==> config.mk <==
export PLATFORM = sky130hd
export DESIGN_NAME = fetch_redirect_unit_flat
export DESIGN_NICKNAME = d
export VERILOG_FILES = /design/src/rtl/fetch_redirect_unit_if.sv /design/src/rtl/fetch_redirect_unit.sv /design/src/flat_wrapper.sv
export SDC_FILE = /design/constraint.sdc
export NUM_CORES = 1
export LEC_CHECK = 0
export BUFFER_PORTS_ARGS = -buffer_cell sky130_fd_sc_hd__buf_2
export CAP_MARGIN = 10
export CORE_ASPECT_RATIO = 0.9
export CORE_MARGIN = 2
export CORE_UTILIZATION = 40
export DETAILED_ROUTE_END_ITERATION = 12
export GPL_TIMING_DRIVEN = 0
export PLACE_DENSITY = 0.69
export REMOVE_ABC_BUFFERS = 1
export SYNTH_ARGS = -nofsm -noshare
export SYNTH_HDL_FRONTEND = slang
export SYNTH_SLANG_ARGS = --single-unit
==> constraint.sdc <==
create_clock -name clk -period 3.6 [get_ports clk]
set_clock_uncertainty 0.2 [all_clocks]
set_input_delay 0.54 -clock clk [delete_from_list [all_inputs] [get_ports clk]]
set_output_delay 0.54 -clock clk [all_outputs]
set_load 0.02 [all_outputs]
==> src/rtl/fetch_redirect_unit_if.sv <==
// Fetch-side bus of the fetch/redirect unit: hazard and comparator inputs,
// instruction memory data, and the PC / IF/ID outputs.
interface fetch_redirect_unit_if #(
  parameter int CNT_W = 16
);
  logic             stall;
  logic             zero;
  logic [31:0]      imem_instr;
  logic [31:0]      pc;
  logic [31:0]      if_id_instr;
  logic [31:0]      if_id_pc4;
  logic             if_id_valid;
  logic             redirect;
  logic [CNT_W-1:0] redirect_cnt;

  // Fetch unit side: owns the PC and the IF/ID register.
  modport master (
    input  stall, zero, imem_instr,
    output pc, if_id_instr, if_id_pc4, if_id_valid, redirect, redirect_cnt
  );

  // Environment side: hazard unit, comparator and instruction memory.
  modport slave (
    output stall, zero, imem_instr,
    input  pc, if_id_instr, if_id_pc4, if_id_valid, redirect, redirect_cnt
  );
endinterface

==> src/rtl/fetch_redirect_unit.sv <==
// Fetch-stage PC register and IF/ID register. Resolves beq/bne/j held in
// IF/ID, redirects fetch with a single bubble, honours stall, counts redirects.
module fetch_redirect_unit #(
  parameter logic [31:0] RESET_PC = 32'h0000_0000,
  parameter int          CNT_W    = 16
) (
  input  logic                  clk,
  input  logic                  rst,
  fetch_redirect_unit_if.master bus
);

  localparam logic [5:0] OP_BEQ = 6'b000100;
  localparam logic [5:0] OP_BNE = 6'b000101;
  localparam logic [5:0] OP_J   = 6'b000010;

  logic [31:0]      pc_q, pc_d;
  logic [31:0]      instr_q, instr_d;
  logic [31:0]      pc4_q, pc4_d;
  logic             valid_q, valid_d;
  logic [CNT_W-1:0] cnt_q, cnt_d;

  logic [5:0]  opcode;
  logic        is_jump;
  logic        is_branch;
  logic        redirect;
  logic [31:0] target;
  logic [31:0] pc_plus4;

  // PC-relative target: word offset is sign-extended, wraps modulo 2^32.
  function automatic logic [31:0] branch_target(input logic [31:0] pc4,
                                                input logic [15:0] imm);
    logic signed [31:0] offset;
    offset = signed'({{14{imm[15]}}, imm, 2'b00});
    return pc4 + unsigned'(offset);
  endfunction

  // Pseudo-direct target: region bits come from the delay-slot-free PC+4.
  function automatic logic [31:0] jump_target(input logic [31:0] pc4,
                                              input logic [25:0] idx);
    return {pc4[31:28], idx, 2'b00};
  endfunction

  assign pc_plus4 = pc_q + 32'd4;

  // Decode the IF/ID instruction; zero only matters for beq/bne.
  always_comb begin
    opcode    = instr_q[31:26];
    is_jump   = (opcode == OP_J);
    is_branch = (opcode == OP_BEQ) || (opcode == OP_BNE);
    redirect  = valid_q & (is_jump | (is_branch & bus.zero));
    target    = is_jump ? jump_target(pc4_q, instr_q[25:0])
                        : branch_target(pc4_q, instr_q[15:0]);
  end

  // Next state: stall holds everything, redirect flushes, else fetch in order.
  always_comb begin
    pc_d    = pc_q;
    instr_d = instr_q;
    pc4_d   = pc4_q;
    valid_d = valid_q;
    cnt_d   = cnt_q;
    if (!bus.stall) begin
      if (redirect) begin
        pc_d    = target;
        instr_d = '0;
        pc4_d   = '0;
        valid_d = 1'b0;
        cnt_d   = cnt_q + CNT_W'(1);
      end else begin
        pc_d    = pc_plus4;
        instr_d = bus.imem_instr;
        pc4_d   = pc_plus4;
        valid_d = 1'b1;
      end
    end
  end

  // State registers with synchronous active-low reset overriding all else.
  always_ff @(posedge clk) begin
    if (!rst) begin
      pc_q    <= RESET_PC;
      instr_q <= '0;
      pc4_q   <= '0;
      valid_q <= 1'b0;
      cnt_q   <= '0;
    end else begin
      pc_q    <= pc_d;
      instr_q <= instr_d;
      pc4_q   <= pc4_d;
      valid_q <= valid_d;
      cnt_q   <= cnt_d;
    end
  end

  assign bus.pc           = pc_q;
  assign bus.if_id_instr  = instr_q;
  assign bus.if_id_pc4    = pc4_q;
  assign bus.if_id_valid  = valid_q;
  assign bus.redirect     = redirect;
  assign bus.redirect_cnt = cnt_q;

endmodule

==> src/flat_wrapper.sv <==
// flat-port wrapper written by rule: the top's interface ports become plain ports
module fetch_redirect_unit_flat 
#(
  parameter logic [31:0] RESET_PC = 32'h0000_0000,
  parameter int          CNT_W    = 16
)
  (clk, rst, bus_stall, bus_zero, bus_imem_instr, bus_pc, bus_if_id_instr, bus_if_id_pc4, bus_if_id_valid, bus_redirect, bus_redirect_cnt);
  fetch_redirect_unit_if #(.CNT_W(CNT_W)) bus_i ();
  input  logic clk;
  input  logic rst;
  input wire logic [$bits(bus_i.stall)-1:0] bus_stall;
  input wire logic [$bits(bus_i.zero)-1:0] bus_zero;
  input wire logic [$bits(bus_i.imem_instr)-1:0] bus_imem_instr;
  output wire logic [$bits(bus_i.pc)-1:0] bus_pc;
  output wire logic [$bits(bus_i.if_id_instr)-1:0] bus_if_id_instr;
  output wire logic [$bits(bus_i.if_id_pc4)-1:0] bus_if_id_pc4;
  output wire logic [$bits(bus_i.if_id_valid)-1:0] bus_if_id_valid;
  output wire logic [$bits(bus_i.redirect)-1:0] bus_redirect;
  output wire logic [$bits(bus_i.redirect_cnt)-1:0] bus_redirect_cnt;
  assign bus_i.stall = bus_stall;
  assign bus_i.zero = bus_zero;
  assign bus_i.imem_instr = bus_imem_instr;
  assign bus_pc = bus_i.pc;
  assign bus_if_id_instr = bus_i.if_id_instr;
  assign bus_if_id_pc4 = bus_i.if_id_pc4;
  assign bus_if_id_valid = bus_i.if_id_valid;
  assign bus_redirect = bus_i.redirect;
  assign bus_redirect_cnt = bus_i.redirect_cnt;
  fetch_redirect_unit #(.RESET_PC(RESET_PC), .CNT_W(CNT_W)) u_core (.clk(clk), .rst(rst), .bus(bus_i));
endmodule
==> run summary <==
From left edge to right edge, the die measures 142 um. The number of fillers in the final layout came out at 1675. The clock edge transition at the registers on the reported setup and hold paths is 0.05 ns.

The sequential area share after synthesis came out at 0.329. The kind of critical path is flop to flop. Along the worst hold path, the cell count comes to 3. The height of the chip is 128 um.

Setup repair after global routing left no endpoint under its margin. The data arrival at the endpoint of the critical path is 3.35 ns. The slew at the pin closest to its max-slew limit came out at 1.18 ns. The highest net fanout along the worst path came out at 4. The startpoint class of the critical path is a flop. The starting density of the core is 0.408. Entering global routing, the biggest net connects 73 pins.

The number of antenna violations at the first check in global routing came out at 0. The number of rows created at floorplan came out at 45. The number of buffers on the longest clock path came out at 2.

The number of buffers added by the clock tree synthesis step is 17. The number of violations of the max-capacitance limit is 0. The run finished with clean final reports. The via count of the first global-routing pass is 6554. The synthesized design contains 0 enable-type register cells. The tree is rooted in a sky130_fd_sc_hd__clkbuf_16.

The type of destination of the critical path is a flop. The worst IR drop on VDD is 0.000321 V. After layout, the design draws a total of 3.32 mW.

In the routed layout, each cell is associated on average with a via count of 5.64. The final number of setup-violating endpoints came out at 0. After layout, the worst setup slack is 0.334 ns. In the final design database the tool counted 1102 nets. Measured in cells, the most critical reg-to-reg path has a length of 10. The final count of hold timing violations came out at 0. The detailed router's first-iteration violation count came out at 467. The number of remaining DRC errors came out at 0. The total number of H-tree levels is 4.

The analysis attributes to cell leakage a power of 3.72 nW. The post-cts hold buffer count came out at 0. The cell count after synthesis is 914. 150 I/O pins were placed. Counting flops and latches in the post-synthesis netlist gives 113. The post-synthesis simple-gate area fraction came out at 0.254. The share of post-route cells with drive strength above 1 came out at 0.195. The endpoint of the worst hold-timing path is u_core.bus.if_id_instr[3]. Of the available clock period, the critical path in the final layout requires 0.907.

The first global-routing pass estimated 34.4 mm of wire. Across every metal layer, demand over resource in global routing totals 0.237. The total routed wirelength is 21.4 mm. After floorplanning, the core was sized to cover 16800 um^2. The total power density per cell area is 396 nW/um^2.

The TritonCTS clock tree is built. The count of antenna-violating nets left after detailed routing is 0. The synthesized-area fraction occupied by ao, oa, aoi and oai cells came to 0.239.

The number of antenna diodes in the final layout is 0. Of the total synthesized cell area, the portion taken by full adders, half adders and majority gates is 0.0593. The library cell used most frequently in the layout, excluding fill and tap cells, is sky130_fd_sc_hd__buf_2.

The average cell area after synthesis came out at 7.52 um^2. The area growth from synthesis to layout is 22.0%. The number of slew-limit violations in the final report is 0. The yosys synthesis warning count came out at 0.

The average wire per cell in the routed design is 17.0 um. The netlist uses 68 different library cells. The xor and xnor fraction of the mapped netlist area is 0.0739. The worst path required time is 3.69 ns.

The tightest min-delay check is of the primary input to flop type. The fraction of synthesized area in multiplexers came out at 0.00291. Measured against its own limit, the worst slew margin works out to 0.212. The startpoint identified for the worst hold timing path is bus_imem_instr[3]. The maximum clock rate is 0.306 GHz. In this run the cell area of the synthesized design comes to 6870 um^2. Counting every sink on the clock net gives 113.

The placed wire-length estimate is 14.7 mm. By area, the combinational part of the netlist is dominated by simple AND/OR/NAND/NOR gates. The worst slack at placement came out at 0.0341 ns.

The async set-reset flop share out of synthesis came out at 0. The clock period minus final worst setup slack is 3.27 ns. The global placement routability congestion is 0.912. The first detailed-routing pass took 5 iterations.

The die area is 18200 um^2. The startpoint identified for the worst register-to-register timing path is u_core.bus.if_id_pc4[2]. The sum of overflow across all layers after global routing is 0. Post-CTS timing repair inserted 0 buffers for setup. The top flip-flop cell by instance count after synthesis is sky130_fd_sc_hd__dfxtp_1.

During placement, the flow inserted port buffers numbering 149. In the layout the commonest cells are 148 x sky130_fd_sc_hd__buf_2, 113 x sky130_fd_sc_hd__a21oi_1, 112 x sky130_fd_sc_hd__dfxtp_1. The via count is 7086. The worst register-to-register path has a setup slack of 0.33 ns. In this run the critical register-to-register path is captured at u_core.bus.pc[24]. The clock network latency to the later pin of the worst-skew pair came out at 0.41 ns.
[cells by family (layout without fill, tap and decap cells)]
group | count (synthesis) | count (layout)
simple gates | 363 | 363
flops | 113 | 113
fa+ha+maj | 32 | 32
mux | 2 | 2
compound gates | 271 | 271
buf+inv | 75 | 206
xor+xnor | 58 | 58
[report_power, final]
group,switching (mW),total (mW),internal [mW]
Sequential,0.0503,1.34,1.29
Combinational,0.261,0.405,0.144
Clock,0.580,1.57,0.990
Total,0.891,3.32,2.43
[timing repair]
item | CTS | global route
gates resized for setup | 0 | 2
endpoints found under the hold margin | 0 | 0
endpoints found under the setup margin | 0 | 6
[worst max path at each step]
stage	from	endpoint	slack [ns]	depth (start not counted)
2_1_floorplan	bus_zero	u_core.bus.pc[11]	-2.78	6
4_1_cts	u_core.bus.if_id_instr[27]	u_core.bus.redirect_cnt[15]	0.19	10
3_3_place_gp	bus_zero	u_core.bus.pc[11]	-7.21	7
6_report	u_core.bus.if_id_pc4[2]	u_core.bus.pc[24]	0.33	10
5_1_grt	u_core.bus.if_id_pc4[2]	u_core.bus.pc[24]	0.14	10
3_5_place_dp	bus_zero	u_core.bus.redirect_cnt[15]	0.03	11
[sequential cells by signal, indices dropped and copies added, names as in the netlist]
register	count
u_core.bus.if_id_valid	1
u_core.bus.if_id_pc4	32
u_core.bus.pc	32
u_core.bus.redirect_cnt	16
u_core.bus.if_id_instr	32
[synth_stat cells, types with 3 or more instances]
library cell | number | area share
sky130_fd_sc_hd__ha_1 | 31 | 0.056
sky130_fd_sc_hd__a21o_1 | 16 | 0.017
sky130_fd_sc_hd__nand3_1 | 66 | 0.048
sky130_fd_sc_hd__or3_1 | 5 | 0.0046
sky130_fd_sc_hd__o21a_1 | 4 | 0.0044
sky130_fd_sc_hd__o21bai_1 | 4 | 0.0044
sky130_fd_sc_hd__nand2_1 | 108 | 0.059
sky130_fd_sc_hd__a21oi_1 | 113 | 0.082
sky130_fd_sc_hd__inv_1 | 13 | 0.0071
sky130_fd_sc_hd__a22oi_1 | 15 | 0.016
sky130_fd_sc_hd__and3_1 | 15 | 0.014
sky130_fd_sc_hd__clkbuf_1 | 47 | 0.026
sky130_fd_sc_hd__o22ai_1 | 6 | 0.0055
sky130_fd_sc_hd__a211oi_1 | 10 | 0.011
sky130_fd_sc_hd__nor3b_1 | 3 | 0.0033
sky130_fd_sc_hd__dfxtp_1 | 113 | 0.33
sky130_fd_sc_hd__o21ai_1 | 3 | 0.0022
sky130_fd_sc_hd__buf_2 | 6 | 0.0044
sky130_fd_sc_hd__o21ai_0 | 59 | 0.043
sky130_fd_sc_hd__xor2_1 | 29 | 0.037
sky130_fd_sc_hd__nand4_1 | 16 | 0.015
sky130_fd_sc_hd__nor3_1 | 25 | 0.018
sky130_fd_sc_hd__buf_1 | 8 | 0.0044
sky130_fd_sc_hd__and2_1 | 8 | 0.0073
sky130_fd_sc_hd__a41oi_1 | 3 | 0.0038
sky130_fd_sc_hd__nor2_1 | 88 | 0.048
sky130_fd_sc_hd__and4_1 | 7 | 0.0089
sky130_fd_sc_hd__xnor2_1 | 29 | 0.037
sky130_fd_sc_hd__a31oi_1 | 11 | 0.010
sky130_fd_sc_hd__nor2b_1 | 5 | 0.0046
[per-stage QoR]
stage	util	area, um^2	hold WS [ns]	setup TNS [ns]	std cells
after floorplan	-	6640	0.343	-159.42	853
after global placement	0.454	7650	0.267	-520.88	1213
after detailed placement	0.466	7840	0.269	0	1226
after CTS	0.498	8380	0.180	0	1256
after global routing	0.498	8390	0.184	0	1256
final	0.498	8390	0.192	0	1256
[layout make-up]
| class | count | area [um^2] | area share |
|---|---|---|---|
| inverter | 14 | 55.1 | 0.00656 |
| tap | 211 | 264 | 0.0315 |
| sequential | 113 | 2260 | 0.270 |
| clock inverter | 6 | 57.6 | 0.00686 |
| clock buffer | 24 | 482 | 0.0574 |
| timing repair buffer | 162 | 938 | 0.112 |
| multi-input combinational | 726 | 4330 | 0.516 |
[per-layer routing]
| metal | vias up | global-route usage | wire length [um] |
|---|---|---|---|
| met3 | 18 | 0.0536 | 1500 |
| li1 | 3537 | - | - |
| met5 | - | 0 | 0 |
| met4 | 0 | 0.0747 | 289 |
| met2 | 249 | 0.364 | 9380 |
| met1 | 3282 | 0.333 | 10200 |
[critical path: stages (launching register included)]
cell and delay [ns]:
sky130_fd_sc_hd__dfxtp_1 0.33, sky130_fd_sc_hd__ha_1 0.24, sky130_fd_sc_hd__fa_1 0.42, sky130_fd_sc_hd__a21o_1 0.24, sky130_fd_sc_hd__a221oi_1 0.42, sky130_fd_sc_hd__o21ai_1 0.19
sky130_fd_sc_hd__a22oi_1 0.31, sky130_fd_sc_hd__o31ai_1 0.17, sky130_fd_sc_hd__a21oi_1 0.21, sky130_fd_sc_hd__mux2i_1 0.30, sky130_fd_sc_hd__a31oi_1 0.11
(Power assumes the default switching activity.)
